<file path="src/rtl/imem_port_arbiter.sv">
// Two-requester arbiter (IF fetch, D load/store) in front of a single-port word memory.
// Optional build macro ARB_PERF_CNT_EN adds the conflict_cnt performance counter.
module imem_port_arbiter #(
  parameter int ADDR_W     = 32,
  parameter int DATA_W     = 32,
  parameter int STARVE_MAX = 4
) (
  input  logic              clk,
  input  logic              rst_n,
  input  logic              if_req,
  input  logic [ADDR_W-1:0] if_addr,
  output logic [DATA_W-1:0] if_rdata,
  output logic              if_done,
  input  logic              d_req,
  input  logic              d_we,
  input  logic [ADDR_W-1:0] d_addr,
  input  logic [DATA_W-1:0] d_wdata,
  output logic [DATA_W-1:0] d_rdata,
  output logic              d_done,
  output logic              mem_ce,
  output logic              mem_we,
  output logic [ADDR_W-1:0] mem_addr,
  output logic [DATA_W-1:0] mem_wdata,
  input  logic [DATA_W-1:0] mem_rdata
`ifdef ARB_PERF_CNT_EN
  ,
  output logic [31:0]       conflict_cnt
`endif
);

  localparam logic [3:0] STARVE_LIM = 4'(STARVE_MAX);

  typedef enum logic [1:0] {IDLE, ACCESS, RESP} state_t;

  state_t              state_reg, state_next;
  logic                gnt_d_reg;
  logic [3:0]          starve_reg, starve_next;
  logic                mem_ce_reg, mem_we_reg;
  logic [ADDR_W-1:0]   mem_addr_reg;
  logic [DATA_W-1:0]   mem_wdata_reg;
  logic [DATA_W-1:0]   if_rdata_reg, d_rdata_reg;
  logic                if_done_reg, d_done_reg;
  logic                arb_phase, if_elig, d_elig, pick_if, pick_d;

  always_ff @(posedge clk) begin
    if (!rst_n) state_reg <= IDLE;
    else        state_reg <= state_next;
  end

  always_comb begin
    state_next  = state_reg;
    starve_next = starve_reg;
    arb_phase   = (state_reg == IDLE) || (state_reg == RESP);
    // the port completing in RESP must not be granted again off its stale request
    if_elig     = arb_phase && if_req && !((state_reg == RESP) && !gnt_d_reg);
    d_elig      = arb_phase && d_req  && !((state_reg == RESP) &&  gnt_d_reg);
    pick_if     = if_elig && (!d_elig || (starve_reg == STARVE_LIM));
    pick_d      = d_elig && !pick_if;
    if (pick_if)
      starve_next = 4'd0;
    else if (if_elig && (starve_reg < STARVE_LIM))
      starve_next = starve_reg + 4'd1;
    case (state_reg)
      ACCESS:  state_next = RESP;
      default: state_next = (pick_if || pick_d) ? ACCESS : IDLE;
    endcase
  end

  always_ff @(posedge clk) begin
    if (!rst_n) begin
      gnt_d_reg     <= 1'b0;
      starve_reg    <= 4'd0;
      mem_ce_reg    <= 1'b0;
      mem_we_reg    <= 1'b0;
      mem_addr_reg  <= '0;
      mem_wdata_reg <= '0;
      if_rdata_reg  <= '0;
      d_rdata_reg   <= '0;
      if_done_reg   <= 1'b0;
      d_done_reg    <= 1'b0;
    end else begin
      starve_reg  <= starve_next;
      if_done_reg <= (state_reg == ACCESS) && !gnt_d_reg;
      d_done_reg  <= (state_reg == ACCESS) &&  gnt_d_reg;
      if (pick_if || pick_d) begin
        gnt_d_reg     <= pick_d;
        mem_ce_reg    <= 1'b1;
        mem_we_reg    <= pick_d && d_we;
        mem_addr_reg  <= pick_d ? d_addr : if_addr;
        mem_wdata_reg <= d_wdata;
      end else begin
        mem_ce_reg <= 1'b0;
        mem_we_reg <= 1'b0;
      end
      if (state_reg == ACCESS) begin
        if (!gnt_d_reg)
          if_rdata_reg <= mem_rdata;
        else if (!mem_we_reg)
          d_rdata_reg <= mem_rdata;
      end
    end
  end

`ifdef ARB_PERF_CNT_EN
  logic [31:0] conflict_cnt_reg;

  always_ff @(posedge clk) begin
    if (!rst_n)
      conflict_cnt_reg <= 32'd0;
    else if (if_elig && d_elig)
      conflict_cnt_reg <= conflict_cnt_reg + 32'd1;
  end

  assign conflict_cnt = conflict_cnt_reg;
`endif

  assign mem_ce    = mem_ce_reg;
  assign mem_we    = mem_we_reg;
  assign mem_addr  = mem_addr_reg;
  assign mem_wdata = mem_wdata_reg;
  assign if_rdata  = if_rdata_reg;
  assign d_rdata   = d_rdata_reg;
  assign if_done   = if_done_reg;
  assign d_done    = d_done_reg;

endmodule

</file>
<file path="config.mk">
export PLATFORM = sky130hd
export DESIGN_NAME = imem_port_arbiter
export DESIGN_NICKNAME = d
export VERILOG_FILES = /design/src/rtl/imem_port_arbiter.sv
export SDC_FILE = /design/constraint.sdc
export NUM_CORES = 1
export LEC_CHECK = 0
export CORE_MARGIN = 2
export CORE_UTILIZATION = 31
export CTS_BUF_LIST = sky130_fd_sc_hd__clkbuf_4 sky130_fd_sc_hd__clkbuf_8
export DETAILED_ROUTE_END_ITERATION = 10
export GPL_TIMING_DRIVEN = 0
export SYNTH_ARGS = -nofsm -noshare
export SYNTH_HDL_FRONTEND = slang
export SYNTH_SLANG_ARGS = --single-unit
</file>
<file path="constraint.sdc">
create_clock -name clk -period 2.2 [get_ports clk]
set_clock_uncertainty 0.05 [all_clocks]
set_input_delay 0.44 -clock clk [delete_from_list [all_inputs] [get_ports clk]]
set_output_delay 0.44 -clock clk [all_outputs]
set_load 0.01 [all_outputs]
</file>
After elaboration in Yosys (flattened, before gate mapping). Cells that the tools add are included.

Input bits: 133. Word-level logic and storage cells: 50. Output and inout port bits: 132. Bits in registers: 139.

Bitwise operators: 3. $lt $le $gt $ge: 1. Muxes and demuxes: 4. Reduce and logical (&&, ||, !) cells: 26. Equality and inequality tests: 3. $add $sub $neg: 1.

Operators with widths (number): 32-bit 2-to-1 mux (1); 1-bit logical AND (12); 1-bit zero test (5); 4-bit by 1-bit adder with 4-bit output (second input constant) (1); 4-bit by 3-bit == test with 1-bit output (second input constant) (1); 4-bit by 3-bit < comparator with 1-bit output (second input constant) (1); 2-bit AND reduction (2); 2-bit OR reduction (2); 1-bit logical OR (3); 1-bit inverter (3); 3-bit AND reduction (1); 2-bit by 1-bit == test with 1-bit output (second input constant) (1); 2-bit == test (second input constant) (1); 2-bit zero test (1); 1-bit 2-to-1 mux (2); 2-bit 2-to-1 mux (1).

Longest topological paths before layout. Gate-level depths: netlist of the first run.

Word-level depth: 12. Mapped depth: 8.

Worst setup path after synthesis of the first run. OpenSTA, ideal clock, no wires.

Path kind: input port to flip-flop. Start: input port if_req. End: register mem_addr_reg[2], in the netlist mem_addr[2]. Data arrival time: 1.475 ns. Data required time: 2.028 ns. Setup time: 0.122 ns. Slack: 0.553 ns. Stages on the path: 6. Cell sequence: nand2b_4 -> or4_4 -> buf_6 -> buf_6 -> a31oi_1 -> a21oi_1.

Cells in the longest elaborated chain, start to end: 6.

Ends and longest elaborated chain: from (decl) (RTL line 10) `input logic if_req,`; 1-bit logical AND * (2 in series) (RTL line 55) `if_elig = arb_phase && if_req && !((state_reg == RESP) && !gnt_d_reg);`; 1-bit logical AND * (RTL line 57) `pick_if = if_elig && (!d_elig || (starve_reg == STARVE_LIM));`; 1-bit zero test (RTL line 58) `pick_d = d_elig && !pick_if;`; 1-bit logical AND (RTL line 58); 32-bit 2-to-1 mux / 1-bit logical OR (equally long branches) (RTL line 89, 85); to (signal assigned) (RTL line 89) `mem_addr_reg <= pick_d ? d_addr : if_addr;`; to (decl) (RTL line 39) `logic [ADDR_W-1:0] mem_addr_reg;`.

Mark *: on every way between the ends. The rest lies on a longest branch, timed or not. A chain may end at the register's enable or synchronous reset.

Worst setup path in the final report of the first run.
Start: input port d_req. End: register mem_addr_reg[5], in the netlist mem_addr[5].

Cells in the longest elaborated chain, start to end: 8.

Ends and longest elaborated chain: from (decl) (RTL line 14) `input logic d_req,`; 1-bit logical AND * (2 in series) (RTL line 56) `d_elig = arb_phase && d_req && !((state_reg == RESP) && gnt_d_reg);`; 1-bit zero test (RTL line 57); 1-bit logical OR (RTL line 57); 1-bit logical AND (RTL line 57); 1-bit zero test (RTL line 58); 1-bit logical AND (RTL line 58); 32-bit 2-to-1 mux / 1-bit logical OR (equally long branches) (RTL line 89, 85).

Marks and branches as above.

==> results of run 1 <==
## power by group through the flow
stage / clock [W] / sequential [W] / combinational, W
2_1_floorplan: 0 / 0.00291 / 0.000454
3_3_place_gp: 0 / 0.00284 / 0.00128
3_5_place_dp: 0 / 0.00284 / 0.00128
4_1_cts: 0.00237 / 0.00279 / 0.00128
5_1_grt: 0.00248 / 0.00281 / 0.00138
6_report: 0.00232 / 0.00279 / 0.00127
## how the worst min path moves through the flow
stage	startpoint	end	slack (ns)	depth (start not counted)
4_1_cts	mem_wdata[23]$_SDFFE_PN0P_	mem_wdata[23]$_SDFFE_PN0P_	0.41	2
2_1_floorplan	starve_reg[3]$_SDFFE_PP0P_	starve_reg[3]$_SDFFE_PP0P_	0.41	2
3_5_place_dp	mem_wdata[23]$_SDFFE_PN0P_	mem_wdata[23]$_SDFFE_PN0P_	0.39	2
3_3_place_gp	mem_wdata[3]$_SDFFE_PN0P_	mem_wdata[3]$_SDFFE_PN0P_	0.39	2
6_report	mem_wdata[20]$_SDFFE_PN0P_	mem_wdata[20]$_SDFFE_PN0P_	0.40	2
5_1_grt	d_rdata[4]$_SDFFE_PN0P_	d_rdata[4]$_SDFFE_PN0P_	0.42	2
## area by class of cell
class	count	area share
multi-input cells	453	0.270
clock inverters	11	0.0191
inverters	5	0.00212
clock buffers	20	0.0304
well taps	225	0.0318
repair buffers	264	0.299
diodes	1	0.000283
plain buffers	55	0.0332
flip-flops and latches	139	0.314
## placed cells by master, fill, tap and decap left out, drive strengths merged, types with 2 or more instances in the layout
| cell | n |
|---|---|
| nor2 | 7 |
| dfxtp | 139 |
| clkbuf | 52 |
| bufinv | 4 |
| inv | 5 |
| clkinvlp | 4 |
| o21ai | 64 |
| a31oi | 32 |
| mux2i | 2 |
| clkinv | 3 |
| buf | 23 |
| nand2 | 195 |
| a21oi | 35 |
| nor2b | 3 |
| ha | 2 |
| a21boi | 96 |
| and2 | 3 |
| clkdlybuf4s50 | 264 |
| nor4 | 2 |
| nand2b | 2 |
## cells by family after synthesis
kind of cell | Yosys count | synth area share
AOI/OAI and AO/OA | 232 | 0.265
xor gates and xnor gates | 1 | 0.00160
adders and majority gates | 2 | 0.00456
buffers and inverters | 60 | 0.0570
DFF | 139 | 0.507
muxes | 2 | 0.00365
and+or+nand+nor | 216 | 0.161
## routing by layer
metal	GRT usage	vias to the layer above	share of wire	wire (µm)
met3	0.0859	35	0.11	2020
li1	-	2766	-	-
met2	0.306	224	0.44	8180
met5	0	-	0	0
met1	0.231	2520	0.42	7900
met4	0.0848	0	0.027	507
## critical path, cell delays in order
cell             delay (ns)
clkdlybuf4s50_1        0.50
nand2b_1               0.13
a21oi_1                0.46
clkbuf_1               0.42
a31oi_1                0.19
a21oi_1                0.17
## per-stage QoR
stage / setup WS [ns] / cells / util / total power [W] / hold slack, ns
6_report: 0.229 / 1173 / 0.512 / 0.00637 / 0.403
5_1_grt: 0.0503 / 1173 / 0.512 / 0.00668 / 0.421
4_1_cts: 0.253 / 1172 / 0.512 / 0.00644 / 0.405
3_5_place_dp: -0.236 / 1141 / 0.486 / 0.00412 / 0.394
3_3_place_gp: -0.237 / 1141 / 0.486 / 0.00412 / 0.390
2_1_floorplan: 0.553 / 652 / - / 0.00337 / 0.408
==> results.yml, run 1 <==
outcome:
  outcome: "finished, final reports clean"
yosys:
  yosys_most_used_dff: "dfxtp_1"
  syn_inst: 652
  netlist_area_um2: 5490
  synth_edf_count: 0
  synth-seq-cells: 139
  synth_cell_types: 34
  ys.warnings.count: 0
  synthTopCellsByArea: "dfxtp_1 51%, nand2_1 13%, a21boi_0 7.7%, a21boi_1 5.5%, o21ai_0 4.3%"
  yosys.area.top_type: "dfxtp_1"
  yosys-top-cells-count: "195 x nand2_1, 139 x dfxtp_1, 56 x a21boi_0"
  synth_fp_nets: 787
  synth.most_common_cell: "nand2_1"
  syn_avg_cell_area_um2: 8.42
  yosysSeqAreaShare: 0.507
  netlist.area_leader.share: 0.507
  async_flop_share: 0
setup_path:
  r2r-start: "state_reg[0]$_SDFF_PP0_"
  crit_fanout: 10
  rr_worst_depth: 5
  worst-r2r-setup-slack_ns: 0.30
  cp_data_arrival_time_ns: 2.31
  worst_setup_path_start_kind: "primary input"
  cp-startpoint: "d_req"
  required_ns: 2.54
  critPathCaptureType: "flop"
  crit_type: "primary input to flop"
  r2r-end: "mem_addr[5]$_SDFFE_PN0P_"
  endpoint: "mem_addr[5]$_SDFFE_PN0P_"
cts:
  cts_tree: "built"
  cts-root-buf: "clkbuf_8"
  clk_latency_ns: 0.45
  clkSinkCount: 139
  ctsHoldBuffers: 0
  clk_pin_slew_ns: 0.09
  numCtsBuffers: 17
  h-tree-depth: 4
  clk_path_buf_depth: 2
  postCtsResizedCells: 0
  cts_setup_buffers: 0
cells_and_area:
  area_delta_synth_final_pct: 61.3
  fillers: 1706
  regArea_um2: 2780
  multi_input_area_um2: 2390
  drive_above_1_share: 0.0602
  nets: 1070
  fin_area_um2: 8850
detailed_routing:
  via_per_inst: 4.73
  drtAntennaViolNets: 0
  detail_route.first_pass.iterations: 4
  drtIter0Drc: 275
  routed_wl_um: 18600
  drt-wirelength-per-cell_um: 15.9
  num_vias: 5545
  drc: 0
pwr:
  leakage_nw: 3.18
  ir_worst_vdd_mv: 0.355
  clock_power_share: 0.363
  p_comb_frac: 0.199
  power.internal_w: 0.00468
  pwr-share-seq: 0.437
  swShare: 0.265
  power.density_nw_per_um2: 720
  p_sw_w: 0.00169
place:
  postPlaceCellArea_um2: 8410
  routabilityCongestion: 0.797
  port_buffers: 264
  hpwl_um: 14000
sta:
  fin_tns_setup_ns: 0
  drv_slew: 0
  rsz0062_at_grt: "false"
  tightest_slew_ns: 0.717
  layout_min_cycle_time_ns: 1.97
  slew_headroom: 0.518
  setup-violations-final: 0
  min_period_over_period: 0.896
  hold_viol_final: 0
  fmax_mhz: 507
die:
  die_w_um: 137
  coreArea_um2: 17300
  io_pins: 265
  initial_core_util: 0.317
  dieHeight_um: 137
  dieArea_um2: 18800
  rows: 48
global_route:
  grt_max_degree: 17
  grt_usage: 0.195
  grt_pass1_vias: 5330
  grt.overflow.total: 0
  grt_pass1_wl_um: 28300
  antenna_found_initial: 1
hold_path:
  hold_class: "flop to flop"
flow_run:
  cap_violations: 0
Power figures use the tool's default switching activity.
==> run 2: changes to the inputs <==
SLEW_MARGIN = 20   (was default)
==> results of run 2 <==
The final DEF is identical to that of run 1; final timing and power are the same.
==> run 3: changes to the inputs <==
CORE_MARGIN = 5   (was 2)
SLEW_MARGIN = default   (was 20)
==> run 3 against run 2 <==
  * Clock-buffer cell count up 2
  * Clock power about the same
  * Setup slack worse by 0.017 ns
  * Power up 0.12%
  * Sequential power about the same
  * Non-clock buffer count unchanged
  * Cell area about the same
  * Largest cell class unchanged
==> results.yml, run 3 (same netlist as run 1, synthesis figures left out) <==
cells_and_area:
  drive_above_1_share: 0.0612
  final_cell_mix: "264 x clkdlybuf4s50_1, 195 x nand2_1, 139 x dfxtp_1, 56 x a21boi_0, 47 x o21ai_0"
  nets: 1070
  antenna_cells: 0
  area_delta_synth_final_pct: 61.4
  regArea_um2: 2780
  multi_input_area_um2: 2390
  final_common_cell: "clkdlybuf4s50_1"
  fillers: 1757
  fin_area_um2: 8860
sta:
  tightest_slew_ns: 0.618
  rsz0062_at_grt: "false"
  slew_headroom: 0.584
  setup-violations-final: 0
  hold_viol_final: 0
  fmax_mhz: 503
  layout_min_cycle_time_ns: 1.99
  min_period_over_period: 0.904
  drv_slew: 0
  fin_tns_setup_ns: 0
cts:
  postCtsResizedCells: 0
  numCtsBuffers: 17
  clk_pin_slew_ns: 0.08
  ctsHoldBuffers: 0
  clk_path_buf_depth: 2
  clkSinkCount: 139
  cts-root-buf: "clkbuf_8"
  cts_tree: "built"
  h-tree-depth: 4
  clk_latency_ns: 0.43
  cts_setup_buffers: 0
detailed_routing:
  routed_wl_um: 19200
  drc: 0
  via_per_inst: 4.70
  drtAntennaViolNets: 0
  drt-wirelength-per-cell_um: 16.4
  detail_route.first_pass.iterations: 4
  num_vias: 5514
  drtIter0Drc: 239
pwr:
  clock_power_share: 0.364
  p_sw_w: 0.00167
  p_comb_frac: 0.199
  pwr-share-seq: 0.437
  leakage_nw: 3.20
  power.density_nw_per_um2: 720
  power.internal_w: 0.00471
  ir_worst_vdd_mv: 0.350
  swShare: 0.262
global_route:
  antenna_found_initial: 0
  grt_pass1_wl_um: 29100
  grt_max_degree: 17
  grt_usage: 0.183
  grt.overflow.total: 0
  grt_pass1_vias: 5481
outcome:
  outcome: "finished, final reports clean"
die:
  die_w_um: 143
  coreArea_um2: 17400
  dieHeight_um: 143
  rows: 48
  initial_core_util: 0.316
  dieArea_um2: 20500
  io_pins: 265
place:
  postPlaceCellArea_um2: 8410
  routabilityCongestion: 0.794
  hpwl_um: 14800
  port_buffers: 264
setup_path:
  crit_fanout: 10
  crit_type: "primary input to flop"
  critPathCaptureType: "flop"
  worst-r2r-setup-slack_ns: 0.29
  worst_setup_path_start_kind: "primary input"
  required_ns: 2.53
  cp_data_arrival_time_ns: 2.32
flow_run:
  cap_violations: 0
hold_path:
  hold_class: "flop to flop"
## run 3: area by class of cell
| type | count | area share |
|---|---|---|
| buffer | 55 | 0.0332 |
| clock buffer | 22 | 0.0314 |
| clock inverter | 10 | 0.0188 |
| inverter | 5 | 0.00212 |
| multi-input combinational | 453 | 0.270 |
| sequential | 139 | 0.314 |
| tap | 225 | 0.0318 |
| timing repair buffer | 264 | 0.298 |
## run 3: power by group through the flow
stage / sequential (W) / clock (W) / combinational, W
floorplan: 0.00291 / 0 / 0.000454
global placement: 0.00284 / 0 / 0.00128
detailed placement: 0.00284 / 0 / 0.00128
CTS: 0.00279 / 0.00239 / 0.00129
global route: 0.00281 / 0.00250 / 0.00139
finish: 0.00279 / 0.00232 / 0.00127
## run 3: routing by layer
metal / vias to the layer above / share of wire / global-route usage
li1: 2772 / - / -
met1: 2501 / 0.42 / 0.207
met2: 224 / 0.46 / 0.307
met3: 17 / 0.10 / 0.0837
met4: 0 / 0.014 / 0.0575
met5: - / 0 / 0
## run 3: stage by stage
stage | hold WS (ns) | setup slack (ns) | total power (W) | utilization | instances
floorplan | 0.408 | 0.553 | 0.00337 | - | 652
detailed placement | 0.394 | -0.283 | 0.00412 | 0.485 | 1141
finish | 0.403 | 0.211 | 0.00638 | 0.510 | 1173
global route | 0.417 | 0.0477 | 0.00670 | 0.510 | 1173
global placement | 0.391 | -0.294 | 0.00412 | 0.485 | 1141
CTS | 0.405 | 0.188 | 0.00647 | 0.510 | 1173
## run 3: critical path, cell delays in order
cell	delay, ns
clkdlybuf4s50_1	0.55
nand2b_4	0.08
nor4_2	0.52
clkbuf_1	0.44
o21ai_0	0.14
a21oi_1	0.14
## run 3: worst paths after layout
check                             startpoint                         to  cells after the start
hold / removal     mem_wdata[4]$_SDFFE_PN0P_  mem_wdata[4]$_SDFFE_PN0P_                      2
setup reg to reg  starve_reg[0]$_SDFFE_PP0P_   mem_addr[3]$_SDFFE_PN0P_                      7
hold reg to reg    mem_wdata[4]$_SDFFE_PN0P_  mem_wdata[4]$_SDFFE_PN0P_                      2
setup / recovery                      if_req   mem_addr[3]$_SDFFE_PN0P_                      6
